**config.mk**
```make
export PLATFORM = sky130hd
export DESIGN_NAME = plru_array_flat
export DESIGN_NICKNAME = d
export VERILOG_FILES = /design/src/rtl/plru_array_if.sv /design/src/rtl/plru_array.sv /design/src/flat_wrapper.sv
export SDC_FILE = /design/constraint.sdc
export NUM_CORES = 1
export LEC_CHECK = 0
export BUFFER_PORTS_ARGS = -buffer_cell sky130_fd_sc_hd__buf_2
export CORE_MARGIN = 2
export CORE_UTILIZATION = 61
export CTS_CLUSTER_SIZE = 20
export DETAILED_ROUTE_END_ITERATION = 6
export PLACE_DENSITY = 0.8
export SKIP_LAST_GASP = 1
export SLEW_MARGIN = 20
export SYNTH_ARGS = -nofsm -noshare
export SYNTH_HDL_FRONTEND = slang
export SYNTH_SLANG_ARGS = --single-unit
export TNS_END_PERCENT = 50
```
**constraint.sdc**
```tcl
create_clock -name clk -period 3 [get_ports clk]
set_clock_uncertainty 0.2 [all_clocks]
set_input_delay 0.6 -clock clk [delete_from_list [all_inputs] [get_ports clk]]
set_output_delay 0.6 -clock clk [all_outputs]
set_load 0.01 [all_outputs]
```
**src/rtl/plru_array_if.sv**
```systemverilog
// Controller-facing bundle of the PLRU replacement unit: victim query/response,
// touch updates, flush request and ready.
interface plru_array_if #(
    parameter int NUM_WAYS = 4,
    parameter int NUM_SETS = 16
);
    localparam int WAY_W = $clog2(NUM_WAYS);
    localparam int SET_W = $clog2(NUM_SETS);

    logic                req_valid;
    logic [SET_W-1:0]    req_set;
    logic [NUM_WAYS-1:0] req_valid_mask;
    logic                rsp_valid;
    logic [NUM_WAYS-1:0] rsp_way_oh;
    logic [WAY_W-1:0]    rsp_way_idx;
    logic                upd_valid;
    logic [SET_W-1:0]    upd_set;
    logic [WAY_W-1:0]    upd_way;
    logic                flush;
    logic                ready;

    modport master (
        output req_valid, req_set, req_valid_mask, upd_valid, upd_set, upd_way, flush,
        input  rsp_valid, rsp_way_oh, rsp_way_idx, ready
    );
    modport slave (
        input  req_valid, req_set, req_valid_mask, upd_valid, upd_set, upd_way, flush,
        output rsp_valid, rsp_way_oh, rsp_way_idx, ready
    );
endinterface

```
**src/rtl/plru_array.sv**
```systemverilog
// Tree pseudo-LRU state per cache set: registered victim queries with
// invalid-way preference, hit/fill touches, and a one-set-per-cycle flush.
module plru_array #(
    parameter  int NUM_WAYS = 4,
    parameter  int NUM_SETS = 16,
    localparam int WAY_W    = $clog2(NUM_WAYS),
    localparam int SET_W    = $clog2(NUM_SETS)
) (
    input  logic        clk,
    input  logic        rst,
    plru_array_if.slave bus
);
    localparam int NODES = NUM_WAYS - 1;

    generate
        if (NUM_WAYS < 2 || NUM_WAYS > 16 || (NUM_WAYS & (NUM_WAYS - 1)) != 0) begin : g_bad_ways
            $fatal(1, "plru_array: NUM_WAYS must be a power of 2 in 2..16");
        end
        if (NUM_SETS < 2 || (NUM_SETS & (NUM_SETS - 1)) != 0) begin : g_bad_sets
            $fatal(1, "plru_array: NUM_SETS must be a power of 2 and >= 2");
        end
    endgenerate

    typedef logic [NODES-1:0] tree_t;
    typedef enum logic {IDLE, FLUSH} state_t;

    // Heap-numbered tree: way w is leaf w+NODES; a left child is odd, so the
    // parent must point right (1) to steer away from it.
    function automatic tree_t touch(tree_t t, logic [WAY_W-1:0] w);
        tree_t r;
        int    n;
        r = t;
        n = int'(w) + NODES;
        for (int l = 0; l < WAY_W; l++) begin
            r[(n - 1) / 2] = n[0];
            n = (n - 1) / 2;
        end
        return r;
    endfunction

    function automatic logic [WAY_W-1:0] walk(tree_t t);
        int n;
        n = 0;
        for (int l = 0; l < WAY_W; l++) n = 2 * n + (t[n] ? 2 : 1);
        return WAY_W'(n - NODES);
    endfunction

    function automatic logic [WAY_W-1:0] first_zero(logic [NUM_WAYS-1:0] m);
        logic [WAY_W-1:0] r;
        r = '0;
        for (int i = NUM_WAYS - 1; i >= 0; i--) if (!m[i]) r = WAY_W'(i);
        return r;
    endfunction

    state_t                       state, state_n;
    logic   [SET_W-1:0]           cnt, cnt_n;
    logic                         clr, ready;
    logic                         q_acc, upd_acc;
    logic   [NUM_SETS-1:0][NODES-1:0] tree;
    tree_t                        cur;
    logic   [WAY_W-1:0]           vic;

    always_ff @(posedge clk or posedge rst) begin
        if (rst) begin
            state <= IDLE;
            cnt   <= '0;
        end else begin
            state <= state_n;
            cnt   <= cnt_n;
        end
    end

    always_comb begin
        state_n = state;
        cnt_n   = cnt;
        clr     = 1'b0;
        ready   = 1'b0;
        case (state)
            IDLE: begin
                ready = 1'b1;
                if (bus.flush) begin
                    state_n = FLUSH;
                    cnt_n   = '0;
                end
            end
            FLUSH: begin
                clr   = 1'b1;
                cnt_n = cnt + 1'b1;
                if (cnt == SET_W'(NUM_SETS - 1)) state_n = IDLE;
            end
            default: state_n = IDLE;
        endcase
    end

    assign bus.ready = ready;
    assign q_acc     = ready & bus.req_valid;
    assign upd_acc   = ready & bus.upd_valid;

    always_ff @(posedge clk or posedge rst) begin
        if (rst)          tree <= '0;
        else if (clr)     tree[cnt] <= '0;
        else if (upd_acc) tree[bus.upd_set] <= touch(tree[bus.upd_set], bus.upd_way);
    end

    // A same-set touch in the query cycle is forwarded so the query sees it.
    always_comb begin
        cur = tree[bus.req_set];
        if (upd_acc && bus.upd_set == bus.req_set) cur = touch(cur, bus.upd_way);
        vic = (&bus.req_valid_mask) ? walk(cur) : first_zero(bus.req_valid_mask);
    end

    always_ff @(posedge clk or posedge rst) begin
        if (rst) begin
            bus.rsp_valid   <= 1'b0;
            bus.rsp_way_oh  <= '0;
            bus.rsp_way_idx <= '0;
        end else begin
            bus.rsp_valid <= q_acc;
            if (q_acc) begin
                bus.rsp_way_idx <= vic;
                bus.rsp_way_oh  <= NUM_WAYS'(1) << vic;
            end
        end
    end
endmodule

```
**src/flat_wrapper.sv**
```systemverilog
// flat-port wrapper written by rule: the top's interface ports become plain ports
module plru_array_flat 
#(
    parameter  int NUM_WAYS = 4,
    parameter  int NUM_SETS = 16,
    localparam int WAY_W    = $clog2(NUM_WAYS),
    localparam int SET_W    = $clog2(NUM_SETS)
)
  (clk, rst, bus_req_valid, bus_req_set, bus_req_valid_mask, bus_upd_valid, bus_upd_set, bus_upd_way, bus_flush, bus_rsp_valid, bus_rsp_way_oh, bus_rsp_way_idx, bus_ready);
  plru_array_if #(.NUM_WAYS(NUM_WAYS), .NUM_SETS(NUM_SETS)) bus_i ();
  input  logic clk;
  input  logic rst;
  input wire logic [$bits(bus_i.req_valid)-1:0] bus_req_valid;
  input wire logic [$bits(bus_i.req_set)-1:0] bus_req_set;
  input wire logic [$bits(bus_i.req_valid_mask)-1:0] bus_req_valid_mask;
  input wire logic [$bits(bus_i.upd_valid)-1:0] bus_upd_valid;
  input wire logic [$bits(bus_i.upd_set)-1:0] bus_upd_set;
  input wire logic [$bits(bus_i.upd_way)-1:0] bus_upd_way;
  input wire logic [$bits(bus_i.flush)-1:0] bus_flush;
  output wire logic [$bits(bus_i.rsp_valid)-1:0] bus_rsp_valid;
  output wire logic [$bits(bus_i.rsp_way_oh)-1:0] bus_rsp_way_oh;
  output wire logic [$bits(bus_i.rsp_way_idx)-1:0] bus_rsp_way_idx;
  output wire logic [$bits(bus_i.ready)-1:0] bus_ready;
  assign bus_i.req_valid = bus_req_valid;
  assign bus_i.req_set = bus_req_set;
  assign bus_i.req_valid_mask = bus_req_valid_mask;
  assign bus_i.upd_valid = bus_upd_valid;
  assign bus_i.upd_set = bus_upd_set;
  assign bus_i.upd_way = bus_upd_way;
  assign bus_i.flush = bus_flush;
  assign bus_rsp_valid = bus_i.rsp_valid;
  assign bus_rsp_way_oh = bus_i.rsp_way_oh;
  assign bus_rsp_way_idx = bus_i.rsp_way_idx;
  assign bus_ready = bus_i.ready;
  plru_array #(.NUM_WAYS(NUM_WAYS), .NUM_SETS(NUM_SETS)) u_core (.clk(clk), .rst(rst), .bus(bus_i));
endmodule
```
# Word level (Yosys, flattened, before mapping)
# Index checks and enable logic that the tools add are counted.
[totals]
regBits = 60
romBits = 0
latchBits = 0
inputBits = 19
ramBits = 0
word_cells = 94
output_inout_bits = 8
memories = 0
[op_classes]
eq_ne = 3
muxes = 37
multipliers = 0
n_addsub = 8
div = 0
n_reduce_logical = 7
shifts = 1
order_cmp = 10
bitwise = 7
[op_table]
columns = ["operator", "count"]
rows = [
  ["48-bit 2-to-1 mux", 2],
  ["32-bit by 1-bit adder with 32-bit output", 2],
  ["32-bit by 1-bit >= comparator with 1-bit output (second input constant)", 2],
  ["32-bit by 4-bit less-than comparator with 1-bit output (second input constant)", 2],
  ["32-bit by 2-bit subtractor with 32-bit output (second input constant)", 2],
  ["48-bit bitwise AND", 1],
  ["48-bit bitwise mux", 1],
  ["48-bit NOT", 1],
  ["3-bit binary-select mux with 4-bit select", 2],
  ["3-bit demux with 4-bit select", 2],
  ["4-bit by 5-bit less-than comparator with 1-bit output (second input constant)", 3],
  ["3-bit 2-to-1 mux", 5],
  ["2-bit 2-to-1 mux", 7],
  ["3-bit bitwise mux", 4],
  ["4-bit by 1-bit >= comparator with 1-bit output (second input constant)", 2],
  ["1-bit 2-to-1 mux", 8],
  ["4-bit one-hot mux with 2 select lines", 1],
  ["1-bit logical AND", 5],
  ["4-bit by 1-bit adder with 4-bit output (second input constant)", 1],
  ["1-bit bitwise AND", 4],
  ["1-bit demux with 2-bit select", 2],
  ["4-bit == test", 1],
  ["4-bit == test (second input constant)", 1],
  ["4-bit 2-to-1 mux", 1],
  ["11 further kinds", 11],
]

# Logic depth before layout (Yosys ltp)
[logic_depth]
depth_word = 22
depth_mapped = 21

# Worst setup path after synthesis
# Ideal clock, no wire load.
[synth_timing]
path_kind = "in2reg"
startpoint = "input bus_upd_way[0]"
endpoint = "register u_core.bus.rsp_way_oh[1]"
setup_time_ps = 121
t_arrival_ps = 4101
path_slack_ps = -1422
required_time_ps = 2679
cell_stages = 19
path_cell_list = "buf_2 > inv_1 > ha_1 > nand3_1 > inv_2 > ha_1 > ha_1 > inv_1 > ha_1 > xnor2_1 > xnor2_1 > ha_1 > and3_1 > o2bb2a_1 > o21a_1 > o211a_1 > a31oi_1 > o21ai_1 > a22o_1"
[synth_between]
elab_chain_cells = 22
elab_cells_between_ends = 29
[synth_rtl]
columns = ["element", "line", "source"]
rows = [
  ["start: declaration", "flat_wrapper.sv:18", "input wire logic [$bits(bus_i.upd_way)-1:0] bus_upd_way;"],
  ["2-bit by 2-bit adder with 3-bit output *", "plru_array.sv:33", "n = int'(w) + NODES;"],
  ["32-bit by 2-bit subtractor with 32-bit output", "plru_array.sv:35, plru_array.sv:36", ""],
  ["1-bit bitwise AND (no line)", "-", ""],
  ["32-bit by 1-bit adder with 32-bit output (no line)", "-", ""],
  ["32-bit by 2-bit subtractor with 32-bit output", "plru_array.sv:35", "r[(n - 1) / 2] = n[0];"],
  ["1-bit bitwise AND (no line)", "-", ""],
  ["32-bit by 1-bit adder with 32-bit output (no line)", "-", ""],
  ["32-bit by 1-bit >= comparator with 1-bit output (not written as such) or 32-bit by 4-bit less-than comparator with 1-bit output (tied branches)", "plru_array.sv:35", ""],
  ["[... 5 more ...]", "-", ""],
  ["2-bit 2-to-1 mux", "plru_array.sv:44", "for (int l = 0; l < WAY_W; l++) n = 2 * n + (t[n] ? 2 : 1);"],
  ["1-bit binary-select mux with 2-bit select", "plru_array.sv:44", ""],
  ["1-bit 2-to-1 mux (not written as such) (2 in a row)", "plru_array.sv:44", ""],
  ["2-bit 2-to-1 mux", "plru_array.sv:44", ""],
  ["2-bit adder *", "plru_array.sv:44", ""],
  ["2-bit by 1-bit subtractor with 2-bit output *", "plru_array.sv:45", "return WAY_W'(n - NODES);"],
  ["2-bit 2-to-1 mux *", "plru_array.sv:109", "vic = (&bus.req_valid_mask) ? walk(cur) : first_zero(bus.req_valid_mask);"],
  ["1-bit by 2-bit left shift with 4-bit output *", "plru_array.sv:121", "bus.rsp_way_oh <= NUM_WAYS'(1) << vic;"],
  ["end signal: assignment", "plru_array.sv:121", ""],
  ["end: declaration", "plru_array_if.sv:28", "output rsp_valid, rsp_way_oh, rsp_way_idx, ready"],
]
# Every way passes the cells marked *; elsewhere a longest branch is shown, timed or not. The select of a mux whose other input is x is not followed.
# A chain may end at the register's enable or synchronous reset.

# Worst setup path in the final report
[layout_timing]
startpoint = "input bus_upd_way[1]"
endpoint = "register u_core.bus.rsp_way_oh[1]"
[layout_between]
elab_chain_cells = 22
elab_cells_between_ends = 29
[layout_rtl]
columns = ["element", "line"]
rows = [
  ["2-bit by 2-bit adder with 3-bit output *", "plru_array.sv:33"],
  ["32-bit by 2-bit subtractor with 32-bit output *", "plru_array.sv:35, plru_array.sv:36"],
  ["1-bit bitwise AND (no line)", "-"],
  ["32-bit by 1-bit adder with 32-bit output (no line) *", "-"],
  ["32-bit by 2-bit subtractor with 32-bit output", "plru_array.sv:35"],
  ["1-bit bitwise AND (no line)", "-"],
  ["32-bit by 1-bit adder with 32-bit output (no line)", "-"],
  ["32-bit by 1-bit >= comparator with 1-bit output (not written as such) or 32-bit by 4-bit less-than comparator with 1-bit output (tied branches)", "plru_array.sv:35"],
  ["[... 5 more ...]", "-"],
  ["2-bit 2-to-1 mux", "plru_array.sv:44"],
  ["1-bit binary-select mux with 2-bit select", "plru_array.sv:44"],
  ["1-bit 2-to-1 mux (not written as such) (2 in a row)", "plru_array.sv:44"],
  ["2-bit 2-to-1 mux", "plru_array.sv:44"],
  ["2-bit adder *", "plru_array.sv:44"],
  ["2-bit by 1-bit subtractor with 2-bit output *", "plru_array.sv:45"],
  ["2-bit 2-to-1 mux *", "plru_array.sv:109"],
  ["1-bit by 2-bit left shift with 4-bit output *", "plru_array.sv:121"],
]
# Marked as above.

==> results.ini <==
[run_status]
status = finished with violations
failed_checks = negative setup slack

[timing]
slew_violations = 0
timing.final.crit_period_ps = 3610
fmax_mhz = 277
timing.max_slew.rel_slack = 0.525
worst-slew-pin-transition_ps = 708
layout_worst_path_cycle_share = 1.20
setup-tns-final_ps = -12170
finalSetupViolCount = 22
hold_violations = 0
rsz0062_at_grt = yes
final.setup.worst_slack_ps = -608

[clock_tree]
clock_tree_from_tritoncts = built
cts_buffers = 9
clkTransAtPathRegs_ps = 70
clock_latency_ps = 360
clock-sinks = 60
h_tree_level_count = 3
cts.root.buffer_cell = sky130_fd_sc_hd__clkbuf_8
clock_tree.buffer_depth = 2

[global_routing]
grt_remaining_overflow = 0
maximum_number_of_pins_on_one_net_before_global_route_repair = 51
antenna_found_initial = 0
gr-usage-met3 = 0.0953
met2_usage = 0.582
busiest_layer = met2
grt_use_total = 0.351
grt_pass1_wl_um = 19300
vias_in_the_first_global_route = 3815
grt.met1_usage = 0.420

[drt]
ant_nets = 0
vias_per_cell = 6.91
via_count = 3717
dr.pass1.iters = 5
finalWirelength_um = 11800
route.detailed.wl_per_inst_um = 21.9
dr.first_iter.drc_count = 522
post-route-drc-count = 0

[pwr]
peakVddDrop_v = 0.000598
seq_power_share = 0.353
cellPowerDensity_nw_per_um2 = 657
cell_internal_power_mw = 2.09
power.combinational.fraction = 0.386
p_sw_mw = 1.26
p_total_mw = 3.34
leakagePower_nw = 2.19
switching_share = 0.376
clock_power_share = 0.261

[critical_path]
worst-endpoint-required_ps = 3050
path_max_fanout = 4
crit_chain = buf_8 > clkinvlp_4 > ha_4 > xnor2_4 > ha_4 > ha_4 > inv_4 > ha_4 > xnor2_4 > xnor2_2 > ha_4 > buf_6 > a311oi_4 > o2111ai_2 > o211a_4 > o211ai_4 > o21ai_1 > a22o_1
top_cell_by_count_worst_path = sky130_fd_sc_hd__ha_4
critical_path_arrival_ps = 3660
critical_path.startpoint_type = primary input
criticalPathCategory = in -> reg
critPathMaxStageDelay_ps = 330
end_kind = register
library_cell_contributing_the_largest_single_delay_on_the_critical_path = sky130_fd_sc_hd__ha_4

[placed_design]
placement.setup.worst_slack_ps = -1110
dpl-instance-area_um2 = 4680
placedCellCount = 519
gp_congestion = 0.950
port-buffer-count = 26
post-dp-hpwl_um = 8470

[floorplan]
die_footprint_um2 = 7300
die_w_um = 85.4
rows = 29
die_height_um = 85.4
initial_core_util = 0.633
core_area_um2 = 6390
io_pins = 27

[synthesis]
post_synth.cell_area_avg_um2 = 10.1
warnings_synthesis = 0
yosysSeqAreaShare = 0.371
syn_nets = 433
synth-edff-count = 0
distinct_cell_type_count_of_the_synthesized_netlist = 59
yosys_most_used_dff = sky130_fd_sc_hd__dfrtp_1
syn_area_um2 = 4050
postSynthCellCount = 402
share_of_synthesized_flip_flops_with_an_asynchronous_set_or_reset = 1.00
yosys_register_bits = 60

[layout]
post-route-cell-area_um2 = 5080
layout.nets = 487
area_growth_syn_to_layout_pct = 25.7
diodes = 0
drive_gt1_frac = 0.315
layout_commonest_cell = sky130_fd_sc_hd__dfrtp_1
layout_common_cells = 60 x sky130_fd_sc_hd__dfrtp_1, 40 x sky130_fd_sc_hd__nand2_1, 37 x sky130_fd_sc_hd__buf_4
instances_no_fill = 538

[run]
maxCapViolCount = 0

[min_path]
hold_path.class = in -> async

synth_stat cells, types with 3 or more instances:
| cell type | number | area (um^2) |
|---|---|---|
| sky130_fd_sc_hd__a21oi_1 | 6 | 30.0 |
| sky130_fd_sc_hd__a22o_1 | 5 | 43.8 |
| sky130_fd_sc_hd__a31oi_1 | 5 | 31.3 |
| sky130_fd_sc_hd__a32oi_1 | 3 | 26.3 |
| sky130_fd_sc_hd__buf_1 | 3 | 11.3 |
| sky130_fd_sc_hd__buf_2 | 8 | 40.0 |
| sky130_fd_sc_hd__clkbuf_1 | 12 | 45.0 |
| sky130_fd_sc_hd__dfrtp_1 | 60 | 1500 |
| sky130_fd_sc_hd__ha_1 | 12 | 150 |
| sky130_fd_sc_hd__inv_1 | 34 | 128 |
| sky130_fd_sc_hd__inv_2 | 3 | 11.3 |
| sky130_fd_sc_hd__mux2i_1 | 11 | 110 |
| sky130_fd_sc_hd__mux4_1 | 12 | 315 |
| sky130_fd_sc_hd__mux4_2 | 17 | 383 |
| sky130_fd_sc_hd__nand2_1 | 40 | 150 |
| sky130_fd_sc_hd__nand3_1 | 34 | 170 |
| sky130_fd_sc_hd__nor2_1 | 16 | 60.1 |
| sky130_fd_sc_hd__nor2b_1 | 7 | 43.8 |
| sky130_fd_sc_hd__nor3_1 | 4 | 20.0 |
| sky130_fd_sc_hd__o2111ai_1 | 4 | 35.0 |
| sky130_fd_sc_hd__o21a_1 | 4 | 30.0 |
| sky130_fd_sc_hd__o21ai_0 | 34 | 170 |
| sky130_fd_sc_hd__o22ai_1 | 15 | 93.8 |
| sky130_fd_sc_hd__o31ai_1 | 4 | 30.0 |
| sky130_fd_sc_hd__xnor2_1 | 7 | 61.3 |
critical path: cells and delay by family:
kind	cells	cell delay, ps
AO/OA/AOI/OAI	6	1220
adder cells (fa/ha/maj)	5	1130
XOR/XNOR	3	370
buffers and inverters	4	330
path summary, 6_finish.rpt:
kind                                                  to  depth (start not counted)  slack (ps)                     start
worst max register to register  u_core.bus.rsp_way_oh[0]                          9         150              u_core.state
worst min register to register  u_core.bus.rsp_way_oh[3]                          2         280  u_core.bus.rsp_way_oh[3]
min in group clk                           u_core.cnt[1]                          2         240                 bus_flush
worst min-delay path                     u_core.tree[25]                          2         130                       rst
worst max-delay path            u_core.bus.rsp_way_oh[1]                         18        -610            bus_upd_way[1]
max in group asynchronous                u_core.tree[14]                          3        1880                       rst
power by group through the flow:
stage | clock network, mW | registers (mW) | logic (mW)
floorplan | 0 | 1.12 | 0.843
global placement | 0 | 1.16 | 1.16
detailed placement | 0 | 1.18 | 1.19
CTS | 0.871 | 1.17 | 1.26
global route | 0.900 | 1.20 | 1.41
finish | 0.873 | 1.18 | 1.29
layout make-up:
class                           count  area [um^2]
Clock inverter                      3         67.6
Multi-Input combinational cell    279         2580
Tap cell                           77         96.3
Inverter                           38          154
Sequential cell                    60         1500
Fill cell                         381         1300
Clock buffer                       13          169
Timing Repair Buffer               68          515
per-layer routing:
metal / vias up / share of wire
li1: 1621 / -
met1: 1775 / 0.36
met2: 263 / 0.50
met3: 58 / 0.094
met4: 0 / 0.045
met5: - / 0
cell families after synthesis:
group / count (synthesis) / synth area share
compound gates: 102 / 0.169
mux: 42 / 0.208
buf+inv: 63 / 0.0637
fa+ha+maj: 12 / 0.0371
xor+xnor: 7 / 0.0152
flops: 60 / 0.371
simple gates: 116 / 0.135
stage by stage:
step                utilization  hold WS, ps
floorplan                     -          258
global placement          0.732          258
detailed placement        0.732          268
CTS                       0.795          153
global route              0.796          199
finish                    0.796          129
flip-flops by register name, summed over array words and instances (netlist names):
name	flops
u_core.tree	48
u_core.bus.rsp_way_oh	4
u_core.cnt	4
u_core.bus.rsp_way_idx	2
u_core.bus.rsp_valid	1
u_core.state	1
timing repair:
| item | 4_1_cts | 5_1_grt |
|---|---|---|
| pin swaps | 22 | 2 |
| hold buffers | 0 | 0 |
| gates resized for setup | 24 | 3 |
| endpoints found under the hold margin | 0 | 0 |
| setup buffers | 3 | 0 |
| setup endpoints to repair | 22 | 22 |
Power figures use the tool's default switching activity.
